### config.mk
export PLATFORM = sky130hd
export DESIGN_NAME = rom_stream_reader
export DESIGN_NICKNAME = d
export VERILOG_FILES = /design/src/rtl/rom_stream_reader.sv
export SDC_FILE = /design/constraint.sdc
export NUM_CORES = 1
export LEC_CHECK = 0
export CAP_MARGIN = 10
export CORE_ASPECT_RATIO = 0.9
export CORE_MARGIN = 2
export CORE_UTILIZATION = 47
export CTS_CLUSTER_SIZE = 28
export DETAILED_ROUTE_END_ITERATION = 8
export PLACE_DENSITY_LB_ADDON = 0.05
export SLEW_MARGIN = 20
export SYNTH_ARGS = -nofsm -noshare
export SYNTH_HDL_FRONTEND = slang
export SYNTH_SLANG_ARGS = --single-unit
### constraint.sdc
create_clock -name clk -period 3.6 [get_ports clk]
set_input_delay 0.36 -clock clk [delete_from_list [all_inputs] [get_ports clk]]
set_output_delay 0.36 -clock clk [all_outputs]
set_load 0.01 [all_outputs]
### src/rtl/rom_stream_reader.sv
// Walks a contiguous ROM address range and streams each word out on a
// valid/ready port with a last-beat marker and a completion pulse.
module rom_stream_reader #(
    parameter int ADDR_WIDTH = 4,
    parameter int DATA_WIDTH = 8
) (
    input  logic                  clk,
    input  logic                  rst_n,
    input  logic                  start,
    input  logic [ADDR_WIDTH-1:0] start_addr,
    input  logic [ADDR_WIDTH:0]   length,
    output logic [ADDR_WIDTH-1:0] rom_addr,
    input  logic [DATA_WIDTH-1:0] rom_data,
    output logic [DATA_WIDTH-1:0] m_data,
    output logic                  m_valid,
    input  logic                  m_ready,
    output logic                  m_last,
    output logic                  busy,
    output logic                  done,
    output logic [1:0]            dbg_state
);

    typedef enum logic [1:0] {
        IDLE  = 2'd0,
        READ  = 2'd1,
        DRAIN = 2'd2
    } state_t;

    state_t                state, state_d;
    logic [ADDR_WIDTH:0]   remaining, remaining_d;
    logic [ADDR_WIDTH-1:0] rom_addr_d;
    logic [DATA_WIDTH-1:0] m_data_d;
    logic                  m_valid_d;
    logic                  m_last_d;
    logic                  done_d;
    logic                  out_free;

    // Stream handshake: a beat transfers on a rising edge where m_valid & m_ready;
    // once m_valid is raised, m_data/m_last/m_valid hold until that transfer.
    assign out_free  = !m_valid || m_ready;
    assign busy      = (state != IDLE);
    assign dbg_state = state;

    always_comb begin
        state_d     = state;
        remaining_d = remaining;
        rom_addr_d  = rom_addr;
        m_data_d    = m_data;
        m_valid_d   = m_valid;
        m_last_d    = m_last;
        done_d      = 1'b0;
        case (state)
            IDLE: begin
                if (start) begin
                    if (length == '0) begin
                        done_d = 1'b1;
                    end else begin
                        rom_addr_d  = start_addr;
                        remaining_d = length;
                        state_d     = READ;
                    end
                end
            end
            READ: begin
                // rom_addr only advances when its word is captured, so a stall
                // keeps the ROM output aligned with the next beat.
                if (out_free) begin
                    m_data_d    = rom_data;
                    m_valid_d   = 1'b1;
                    m_last_d    = (remaining == (ADDR_WIDTH+1)'(1));
                    rom_addr_d  = rom_addr + 1'b1;
                    remaining_d = remaining - 1'b1;
                    if (remaining == (ADDR_WIDTH+1)'(1)) begin
                        state_d = DRAIN;
                    end
                end
            end
            DRAIN: begin
                if (m_valid && m_ready) begin
                    m_valid_d = 1'b0;
                    m_last_d  = 1'b0;
                    done_d    = 1'b1;
                    state_d   = IDLE;
                end
            end
            default: state_d = IDLE;
        endcase
    end

    always_ff @(posedge clk or negedge rst_n) begin
        if (!rst_n) begin
            state     <= IDLE;
            remaining <= '0;
            rom_addr  <= '0;
            m_data    <= '0;
            m_valid   <= 1'b0;
            m_last    <= 1'b0;
            done      <= 1'b0;
        end else begin
            state     <= state_d;
            remaining <= remaining_d;
            rom_addr  <= rom_addr_d;
            m_data    <= m_data_d;
            m_valid   <= m_valid_d;
            m_last    <= m_last_d;
            done      <= done_d;
        end
    end

endmodule
* Word-level counts from Yosys, hierarchy flattened
Index checks and enable logic that the tools add are counted.
** Storage, ports and cells
- Flip-flop bits (word level) :: 22
- Bits of input ports :: 21
- Output and inout port bits :: 18
- Word-level logic and storage cells :: 52
** Operators by class
- $add $sub $neg :: 2
- Eq/ne operators :: 8
- Multiplexer cells :: 23
- Reduce and logical (&&, ||, !) cells :: 12
** Operators by type and width (count)
- $mux 5 :: 3
- $mux 4 :: 3
- $mux 2 :: 5
- $ne 2x2->1 const B :: 5
- $pmux 5 s2 :: 1
- $pmux 4 s2 :: 1
- $mux 1 :: 6
- $pmux 1 s2 :: 3
- $pmux 2 s3 :: 1
- $reduce_bool 2->1 :: 3
- $eq 5x1->1 const B :: 1
- $logic_not 5->1 :: 1
- $reduce_and 5->1 :: 1
- $sub 5x1->5 const B :: 1
- $add 4x1->4 const B :: 1
- $reduce_and 4->1 :: 1
- $reduce_and 3->1 :: 1
- $eq 2x1->1 const B :: 1
- $eq 2x2->1 const B :: 1
- $logic_not 2->1 :: 1
- $reduce_and 2->1 :: 1
- $logic_and 1x1->1 :: 1
- $logic_not 1->1 :: 1
- $logic_or 1x1->1 :: 1

* Logic depth before layout (Yosys ltp)
Gate-level depths: netlist of the first run.
- Depth after elaboration :: 4
- Depth in mapped cells :: 6
- Mapped depth without buffers :: 6

* Least setup slack after synthesis of the first run
OpenSTA, ideal clock, no wires.
- Path kind :: register to register
- From :: register state[0] (netlist: dbg_state[0])
- To :: register rom_addr[3]
- Setup time :: 0.125 ns
- Arrival time :: 1.812 ns
- Required time :: 3.475 ns
- Path slack :: 1.663 ns
- Cell stages (with the launch flop) :: 6
- Path buffers :: 1
- Period minus slack after synthesis :: 1.937 ns
- Path through :: dfrtp_1 -> or4_1 -> or3_1 -> nand2b_1 -> buf_6 -> mux2_4
** On the way
- Word-level cells in the longest chain between the ends :: 3
- Elaborated cells between the ends (all ways) :: 8
- Those cells by class :: eq/ne (4); mux (1); reduce/logical (3)
** Ends and longest elaborated chain
- from (decl) :: line 29 : state_t state, state_d;
- from (signal assigned) :: line 100 : state <= state_d;
- $eq 2x1->1 / $logic_not 2->1 (equally long branches) :: line 52 : case (state)
- $ne 2x2->1 (no line) / $reduce_bool 2->1 (equally long branches)
- $reduce_and 4->1 (no line)
- to (signal assigned) :: line 102 : rom_addr <= rom_addr_d;
- to (decl) :: line 12 : output logic [ADDR_WIDTH-1:0] rom_addr,
Parallel ways exist; a longest one is shown, timed or not.
A chain may end at the register's enable or synchronous reset.

* Worst setup path in the final report of the first run
Ends and elaborated chain as after synthesis.

==> results.md, run 1 <==
- Share of layout cells above drive strength 1: 0.103
- Post-synth net total: between 100 and 150
- Lkg Pwr: roughly 0.65 nW
- DRC: 0
- Chip width: approximately 56 µm
- DR pass1 iterations: 4
- Mux share of post-synthesis cell area: 0.111
- Setup Skew: between 0.006 and 0.007 ns
- Total power divided by cell area: just under 800 nW/µm²
- Critical path endpoint: rom_addr[3]
- Starting Density: 0.506
- Status: finished, violations left
- TNS Setup: 0 ns
- Wire length on met2: 1160 µm
- Post-synthesis sequential area ratio: 0.490
- Synthesized-area fraction occupied by adder cells: 0.0334
- Post-CTS resize count: 0
- Post-CTS setup buffers: 0
- Antenna violations before repair: 0
- Synth warn: 0
- Post-CTS Hold Buffers: 0
- Mapped Avg Cell Area: 10.4 µm²
- Longest Clk Path Bufs: 2
- Synthesis-stage register bit count: 22
- Synthesized instance count: 108
- Final worst-path cycle share: 0.642
- Setup slack, reg-to-reg: about 1.3 ns
- Synth unique cells: 31
- Critical-path top delay cell: or4_1
- Critical path class: reg2reg
- Placed Cells: between 150 and 200
- Buffers added on ports: 38
- WL met3: about 140 µm
- Global Route Usage Sum: 0.198
- Reg-to-Reg Start: dbg_state[0]
- CTS root buffer: clkbuf_4
- Worst reg2reg endpoint: rom_addr[3]
- CP Data Required Time: about 3.8 ns
- Core Rows: 16
- Die area: about 2800 µm²
- CORE AREA: between 2000 and 2500 µm²
- H-tree depth reported by CTS: 1
- Most common cell after layout, fill and taps aside: clkdlybuf4s50_1
- Slew Limit Fails: 0
- CTS tree: yes
- Clk Latency, worst-skew pair: between 0.3 and 0.4 ns
- CP max stage delay: roughly 0.6 ns
- Failing checks: hold timing
- # nets final: between 150 and 200
- Filler Cell Count: ~180
- Final non-filler cell total: about 170
- RSZ-0062 raised after global routing: no
- DPL Wire Length: 1800 µm
- Final Util: 0.696
- Clock buffer count from CTS: 3
- Hold Crit Class: in2async
- Count of final hold-check violations: 13
- Largest net degree at the start of global routing: 23
- Vias per std cell: 5.61
- Area delta synth->final: 37.6%
- Overall power: ~0.0012 W
- Crit path DAT: ~2.5 ns
- Worst setup startpoint: dbg_state[0]
- Xor/xnor share of the synthesized area: 0.0234
- Final Hold Slack: -0.0121 ns
- Iter 0 DRT Violations: 30
- CP delay by family, top: simple AND/OR/NAND/NOR gates
- Commonest non-fill, non-tap cells in the layout: clkdlybuf4s50_1 (37), dfrtp_1 (22), nor2_1 (11)
- N_diodes: 0
- R2R cell count: 4
- Slew at the pin with the worst max-slew slack: ~0.70 ns
- WL met1: ~1200 µm
- Max-cap viol count: 0
- Setup violations, final: 0
- CP Depth: 4
- Largest family of logic cells by synthesized area: simple AND/OR/NAND/NOR gates
- Slew margin rel.: 0.531
- Clock slew at reported path FFs: ~0.12 ns
- CP Launch Type: flop
- # clock sinks: 22
- Area share of and/or/nand/nor cells after synthesis: 0.165
- Via count: 970
- Die Height: a little over 50 µm
- Vias in the first global route: ~950
- Post-Route WL: ~2500 µm
- Compound-Gate Fraction of Synth Area: 0.144
- CP Max Fanout: 17
- Worst ir drop on vdd: 0.453 mV
- Placer Congestion: 0.799
- First-pass GRT wire length: roughly 4300 µm
- WP buf/inv: 0
- Minimum clock period: roughly 2.3 ns
- Congestion Overflow GR: 0
- Max Used Layer: met4
- CP endpoint kind: flop
- Synth Cell Area: between 1000 and 1500 µm²
- FMAX: about 430 MHz
- Io pins: 39
- Final ANT Viol Nets: 0
- Critical-path cell list: or4_1 > or3_1 > nand2b_1 > mux2_4
- Wire per inst: 14.4 µm
metal layers:
metal | GRT usage | vias up
li1 | - | 467
met1 | 0.250 | 468
met2 | 0.333 | 31
met3 | 0.0619 | 4
met4 | 0.0488 | 0
met5 | 0 | -
how the worst min path moves through the flow:
stage,to,cells after the start
after global placement,m_data[3],1
after CTS,m_data[7],1
after detailed placement,m_data[7],1
after global routing,m_data[1],1
final,m_data[1],1
after floorplan,dbg_state[0],0
report_power, final:
group          internal, W  switching, W
registers         0.000352      0.000104
logic             0.000357      0.000283
clock network    0.0000618     0.0000710
total             0.000770      0.000458
metrics by stage:
step                      area (µm²)  hold WS [ns]  setup WS [ns]
after floorplan                 1120        0.0644           1.66
after global placement          1520         0.488           1.24
after detailed placement        1520         0.497           1.17
after CTS                       1550         0.522           1.30
after global routing            1550       0.00709           1.19
final                           1550       -0.0121           1.29
cells in the mapped netlist:
library cell  number  area, µm²
nand3b_1           2       15.0
o22ai_1            1       6.26
o21ai_0            5       25.0
xnor2_1            2       17.5
xor2_1             1       8.76
clkbuf_1           3       11.3
nor3b_1            3       22.5
a211oi_1           3       22.5
dfrtp_1           22        551
ha_1               3       37.5
or3_1              1       6.26
nor2b_1            2       12.5
a311oi_1           1       8.76
mux2_2             8       90.1
nor4b_1            1       8.76
a21oi_1            9       45.0
buf_6              1       11.3
nand2b_1           2       12.5
and2_1             1       6.26
o31ai_1            4       30.0
nor3_1             4       20.0
mux2i_1            2       20.0
a21o_1             2       15.0
inv_1              4       15.0
a211o_1            1       8.76
nand3_1            3       15.0
or2_2              1       6.26
mux2_4             1       15.0
nor2_1            11       41.3
or4_1              1       7.51
nand2_1            3       11.3
registers in the layout (all words and copies together), names as in the netlist:
register   cells
dbg_state      2
done           1
rom_addr       4
m_data         8
m_last         1
m_valid        1
remaining      5
worst register-to-register path: cells and delay by family, from the launching register on:
family,cells,cell delay (ns)
muxes,1,0.34
DFF,1,0.59
and+or+nand+nor,3,1.28
cell families (layout without fill, tap and decap cells):
kind of cell | Yosys count | count (layout)
xor+xnor | 3 | 3
compound gates | 26 | 26
simple gates | 35 | 35
flops | 22 | 22
fa+ha+maj | 3 | 3
buf+inv | 8 | 46
mux | 11 | 11
area by class of cell:
cell class	count	area [µm²]	area share
flip-flops and latches	22	551	0.356
multi-input cells	78	536	0.346
repair buffers	38	375	0.243
clock buffers	4	36.3	0.0235
well taps	27	33.8	0.0218
inverters	4	15.0	0.00971
(Power assumes the default switching activity.)
==> inputs of run 2 (changes only) <==
--- a/config.mk
+++ b/config.mk
@@ -8,7 +8,7 @@
 export CAP_MARGIN = 10
 export CORE_ASPECT_RATIO = 0.9
 export CORE_MARGIN = 2
-export CORE_UTILIZATION = 47
+export CORE_UTILIZATION = 40
 export CTS_CLUSTER_SIZE = 28
 export DETAILED_ROUTE_END_ITERATION = 8
 export PLACE_DENSITY_LB_ADDON = 0.05
==> constraint.sdc (replaced) <==
create_clock -name clk -period 2.04 [get_ports clk]
set_input_delay 0.204 -clock clk [delete_from_list [all_inputs] [get_ports clk]]
set_output_delay 0.204 -clock clk [all_outputs]
set_load 0.01 [all_outputs]
==> results.md, run 2 (synthesis gave the netlist of run 1 again) <==
- Status: completed
- Lkg Pwr: just under 0.7 nW
- Buffers added on ports: 38
- CP delay by family, top: buffers and inverters
- Filler Cell Count: approximately 250
- Commonest non-fill, non-tap cells in the layout: clkdlybuf4s50_1 (38), dfrtp_1 (22), nor2_1 (11)
- # nets final: about 180
- Congestion Overflow GR: 0
- Sw Ratio: 0.370
- Register Area: ~550 µm²
- Final ANT Viol Nets: 0
- Minimum clock period: 1.87 ns
- Fin area: approximately 1600 µm²
- Largest net degree at the start of global routing: 23
- Area of the multi-input gates: 536 µm²
- Setup ws final: around 0.17 ns
- CTS tree: yes
- Setup violations, final: 0
- N_diodes: 0
- Starting Density: 0.416
- Hold Crit Class: in2async
- CP max stage delay: between 0.4 and 0.5 ns
- CORE AREA: between 2000 and 3000 µm²
- DRC: 0
- Chip width: between 50 and 60 µm
- Psw: slightly above 0.0008 W
- Total internal power: roughly 0.0014 W
- Slew Limit Fails: 0
- Critical-path top delay cell: clkdlybuf4s50_1
- Iter 0 DRT Violations: 29
- Logic pwr share: 0.560
- CP Data Required Time: ~1.8 ns
- H-tree depth reported by CTS: 1
- Vias per std cell: 5.40
- Critical-path cell list: buf_4 > or2_2 > clkdlybuf4s50_1
- CP Launch Type: flop
- Vias in the first global route: around 900
- Most flops, register: m_data
- Max-cap viol count: 0
- Placed Cells: about 180
- Largest register FFs: 8
- Critical path class: reg2out
- Most common cell after layout, fill and taps aside: clkdlybuf4s50_1
- Share of layout cells above drive strength 1: 0.126
- Post-CTS resize count: 0
- # clock sinks: 22
- Placer Congestion: between 0.8 and 0.9
- Global Route Usage Sum: 0.176
- Post-DP Area: roughly 1600 µm²
- Final non-filler cell total: about 180
- Core Rows: 18
- Clock slew at reported path FFs: 0.11 ns
- Post-Route WL: around 2600 µm
- DR pass1 iterations: 4
- Setup Skew: 0.00478 ns
- CP endpoint kind: output pin
- Clock buffer count from CTS: 3
- Die Height: around 54 µm
- Setup slack, reg-to-reg: approximately 0.19 ns
- Total power divided by cell area: around 1400 nW/µm²
- DPL Wire Length: roughly 1900 µm
- Pre-CTS setup slack: -0.0530 ns
- Io pins: 39
- Die area: around 3200 µm²
- Final worst-path cycle share: 0.918
- Longest Clk Path Bufs: 2
- Worst ir drop on vdd: roughly 0.75 mV
- Post-CTS setup buffers: 0
- Crit path DAT: between 1.5 and 2 ns
- Area delta synth->final: 41.2%
- Slew margin rel.: 0.586
- Clock share of power: 0.087
- Count of final hold-check violations: 0
- First-pass GRT wire length: 4250 µm
- Via count: ~980
- Top flop regs: m_data: 8 flops, remaining: 5 flops, rom_addr: 4 flops
- CTS root buffer: clkbuf_4
- Clk Latency, worst-skew pair: ~0.30 ns
- RSZ-0062 raised after global routing: no
- Wire per inst: about 14 µm
- Antenna violations before repair: 0
- WP buf/inv: 2
- Register share of total power: 0.352
- CP Max Fanout: 16
- Post-CTS Hold Buffers: 0
- FMAX: 534 MHz
- Slew at the pin with the worst max-slew slack: ~0.62 ns
==> run 2: cell types whose count changed in the layout (fill, tap and decap cells not counted), sizes merged <==
cell           delta
buf               +5
clkdlybuf4s50     +1
clkbuf            -1
==> run 2: metrics by stage <==
step            util  power, W  hold WS, ns  TNS, ns
2_1_floorplan      -   0.00149      -0.0916        0
3_3_place_gp   0.579   0.00196        0.488  -0.0104
3_5_place_dp   0.579   0.00201        0.496  -0.0893
4_1_cts        0.587   0.00221        0.247        0
5_1_grt        0.587   0.00236        0.262        0
6_report       0.587   0.00218        0.241        0
==> run 2: path summary, 6_finish.rpt <==
check                              from  depth (start not counted)           end
setup / recovery           dbg_state[0]                          3          busy
hold / removal                    rst_n                          2     m_data[5]
setup reg to reg           dbg_state[0]                          5  remaining[1]
hold reg to reg               m_data[3]                          1     m_data[3]
max in group asynchronous         rst_n                          2   rom_addr[1]
min in group clk            rom_data[3]                          2     m_data[3]
==> run 2: worst register-to-register path: stages, from the launching register on <==
cell      delay (ns)
dfrtp_1         0.40
or4_1           0.53
or3_1           0.34
nand2b_1        0.15
buf_4           0.18
mux2i_1         0.19
==> run 2: cell type report <==
class                           count  area share
Multi-Input combinational cell     78       0.338
Clock buffer                        3      0.0142
Timing Repair Buffer               44       0.268
Tap cell                           30      0.0237
Inverter                            4     0.00946
Sequential cell                    22       0.347
==> run 2: layer usage <==
layer  up-vias  share of wire  global-route usage
met5         -              0                   0
met2        40           0.46               0.286
li1        475              -                   -
met1       461           0.45               0.232
met3         2          0.077              0.0520
met4         0         0.0050              0.0407
==> run 2: power groups by stage <==
| stage | Combinational, W | Clock [W] | Sequential (W) |
|---|---|---|---|
| 2_1_floorplan | 0.000664 | 0 | 0.000822 |
| 3_3_place_gp | 0.00120 | 0 | 0.000764 |
| 3_5_place_dp | 0.00123 | 0 | 0.000779 |
| 4_1_cts | 0.00123 | 0.000205 | 0.000768 |
| 5_1_grt | 0.00135 | 0.000215 | 0.000797 |
| 6_report | 0.00122 | 0.000191 | 0.000768 |
==> inputs of run 3 (changes only) <==
--- a/config.mk
+++ b/config.mk
@@ -11,6 +11,7 @@
 export CORE_UTILIZATION = 40
 export CTS_CLUSTER_SIZE = 28
 export DETAILED_ROUTE_END_ITERATION = 8
+export MAX_ROUTING_LAYER = met4
 export PLACE_DENSITY_LB_ADDON = 0.05
 export SLEW_MARGIN = 20
 export SYNTH_ARGS = -nofsm -noshare
==> constraint.sdc (replaced) <==
create_clock -name clk -period 1.7 [get_ports clk]
set_input_delay 0.17 -clock clk [delete_from_list [all_inputs] [get_ports clk]]
set_output_delay 0.17 -clock clk [all_outputs]
set_load 0.01 [all_outputs]
==> results.md, run 3 (synthesis gave the netlist of run 1 again) <==
- Status: finished, violations left
- Failing checks: setup timing
- Max-cap viol count: 0
- Slew Limit Fails: 0
- CP Max Fanout: 3
- # clock sinks: 22
- CP max stage delay: 0.54 ns
- Most common cell after layout, fill and taps aside: clkdlybuf4s50_1
- Overall power: between 0.002 and 0.003 W
- Via count: between 900 and 1000
- Largest net degree at the start of global routing: 23
- Buffers added on ports: 38
- Setup violations, final: 2
- Final Hold Slack: ~0.19 ns
- CTS root buffer: clkbuf_4
- Critical-path top delay cell: or4_4
- DRC: 0
- N_diodes: 0
- Share of layout cells above drive strength 1: 0.205
- CTS tree: yes
- Die area: roughly 3200 µm²
- Placer Congestion: around 0.81
- Critical-path cell list: clkdlybuf4s50_1 > or4_4 > or3_4 > nand2b_4 > mux2_4
- Io pins: 39
- Slew at the pin with the worst max-slew slack: approximately 0.55 ns
- Largest register FFs: 8
- Final worst-path cycle share: 1.01
- Antenna violations before repair: 0
- Final ANT Viol Nets: 0
- Clock slew at reported path FFs: between 0.1 and 0.15 ns
- RSZ-0062 raised after global routing: yes
- H-tree depth reported by CTS: 1
- Chip width: between 50 and 60 µm
- Congestion Overflow GR: 0
- Fin area: 1700 µm²
- Setup ws final: -0.0151 ns
- Hold Crit Class: in2async
- Commonest non-fill, non-tap cells in the layout: clkdlybuf4s50_1 (37), dfrtp_1 (21), buf_4 (14)
- Vias in the first global route: 946
- Lkg Pwr: 0.742 nW
- Core Rows: 18
- WP buf/inv: 1
- Vias per std cell: 5.21
- DPL Wire Length: around 1900 µm
- GR Util met2: 0.279
- Longest Clk Path Bufs: 2
- Area delta synth->final: 51.7%
- Met1 GRT Util: 0.243
- Clk Latency, worst-skew pair: approximately 0.32 ns
- R2R cell count: 4
- CP Data Required Time: around 1.9 ns
- Most Used Layer, Global Route: met2
- Die Height: roughly 54 µm
- Global Route Usage Sum: 0.182
- Worst ir drop on vdd: 0.896 mV
- Post-Route WL: around 2500 µm
- Setup Skew: 0.0136 ns
- # nets final: 186
- CORE AREA: about 2700 µm²
- Slew margin rel.: 0.630
- Count of final hold-check violations: 0
- CP delay by family, top: simple AND/OR/NAND/NOR gates
- Minimum clock period: ~1.7 ns
- Crit path DAT: just under 2 ns
- First-pass GRT wire length: 4280 µm
- Final Util: 0.631
- Post-DP Area: about 1600 µm²
- CP Launch Type: input pin
- Worst reg2reg endpoint: rom_addr[3]
- Wire per inst: about 13 µm
- Critical path class: in2reg
- Top flop regs: m_data: 8 flops, remaining: 5 flops, rom_addr: 4 flops
- Filler Cell Count: between 200 and 250
- Setup slack, reg-to-reg: -0.01 ns
- Total power divided by cell area: 1690 nW/µm²
- CP endpoint kind: flop
- Most flops, register: m_data
- Clock buffer count from CTS: 3
- Starting Density: 0.416
- Post-CTS Hold Buffers: 0
- Reg-to-Reg Start: dbg_state[0]
- FMAX: 583 MHz
- GRT met3 Usage: 0.0520
- DR pass1 iterations: 4
- Iter 0 DRT Violations: 26
run 3: what timing repair did:
| item | 4_1_cts | 5_1_grt |
|---|---|---|
| setup endpoints to repair | 9 | 4 |
| buffers inserted | 2 | 0 |
| gates resized for setup | 5 | 1 |
run 3: worst max-delay path by stage:
stage / start / end / slack, ns / cells after the start
after floorplan: dbg_state[0] / rom_addr[3] / -0.14 / 5
after global placement: length[4] / rom_addr[3] / -0.38 / 5
after detailed placement: length[4] / remaining[1] / -0.45 / 6
after CTS: dbg_state[0] / remaining[1] / -0.01 / 5
after global routing: dbg_state[0] / remaining[1] / -0.06 / 5
final: length[4] / rom_addr[3] / -0.02 / 5
run 3: routing by layer:
metal  up-vias  share of wire
met5         -              0
met2        27           0.45
met4         0         0.0039
met1       470           0.49
li1        497              -
met3         2          0.058
run 3: area by class of cell:
type                            instances  area (µm²)  share of cell area
Clock buffer                            3        22.5              0.0132
Clock inverter                          1        30.0              0.0176
Inverter                                4        15.0             0.00881
Multi-Input combinational cell         78         552               0.324
Sequential cell                        22         552               0.324
Tap cell                               30        37.5              0.0220
Timing Repair Buffer                   53         495               0.291
run 3: report_power, final:
group	total, W	internal, W	switching [W]
combinational	0.00156	0.000889	0.000671
sequential	0.000919	0.000748	0.000171
clock	0.000399	0.000239	0.000160
run 3: per-stage QoR:
stage | setup slack, ns | TNS [ns] | std cells
floorplan | -0.140 | -0.140 | 108
global placement | -0.378 | -3.16 | 185
detailed placement | -0.446 | -3.69 | 185
CTS | -0.0149 | -0.0268 | 191
global route | -0.0595 | -0.167 | 191
finish | -0.0151 | -0.0226 | 191
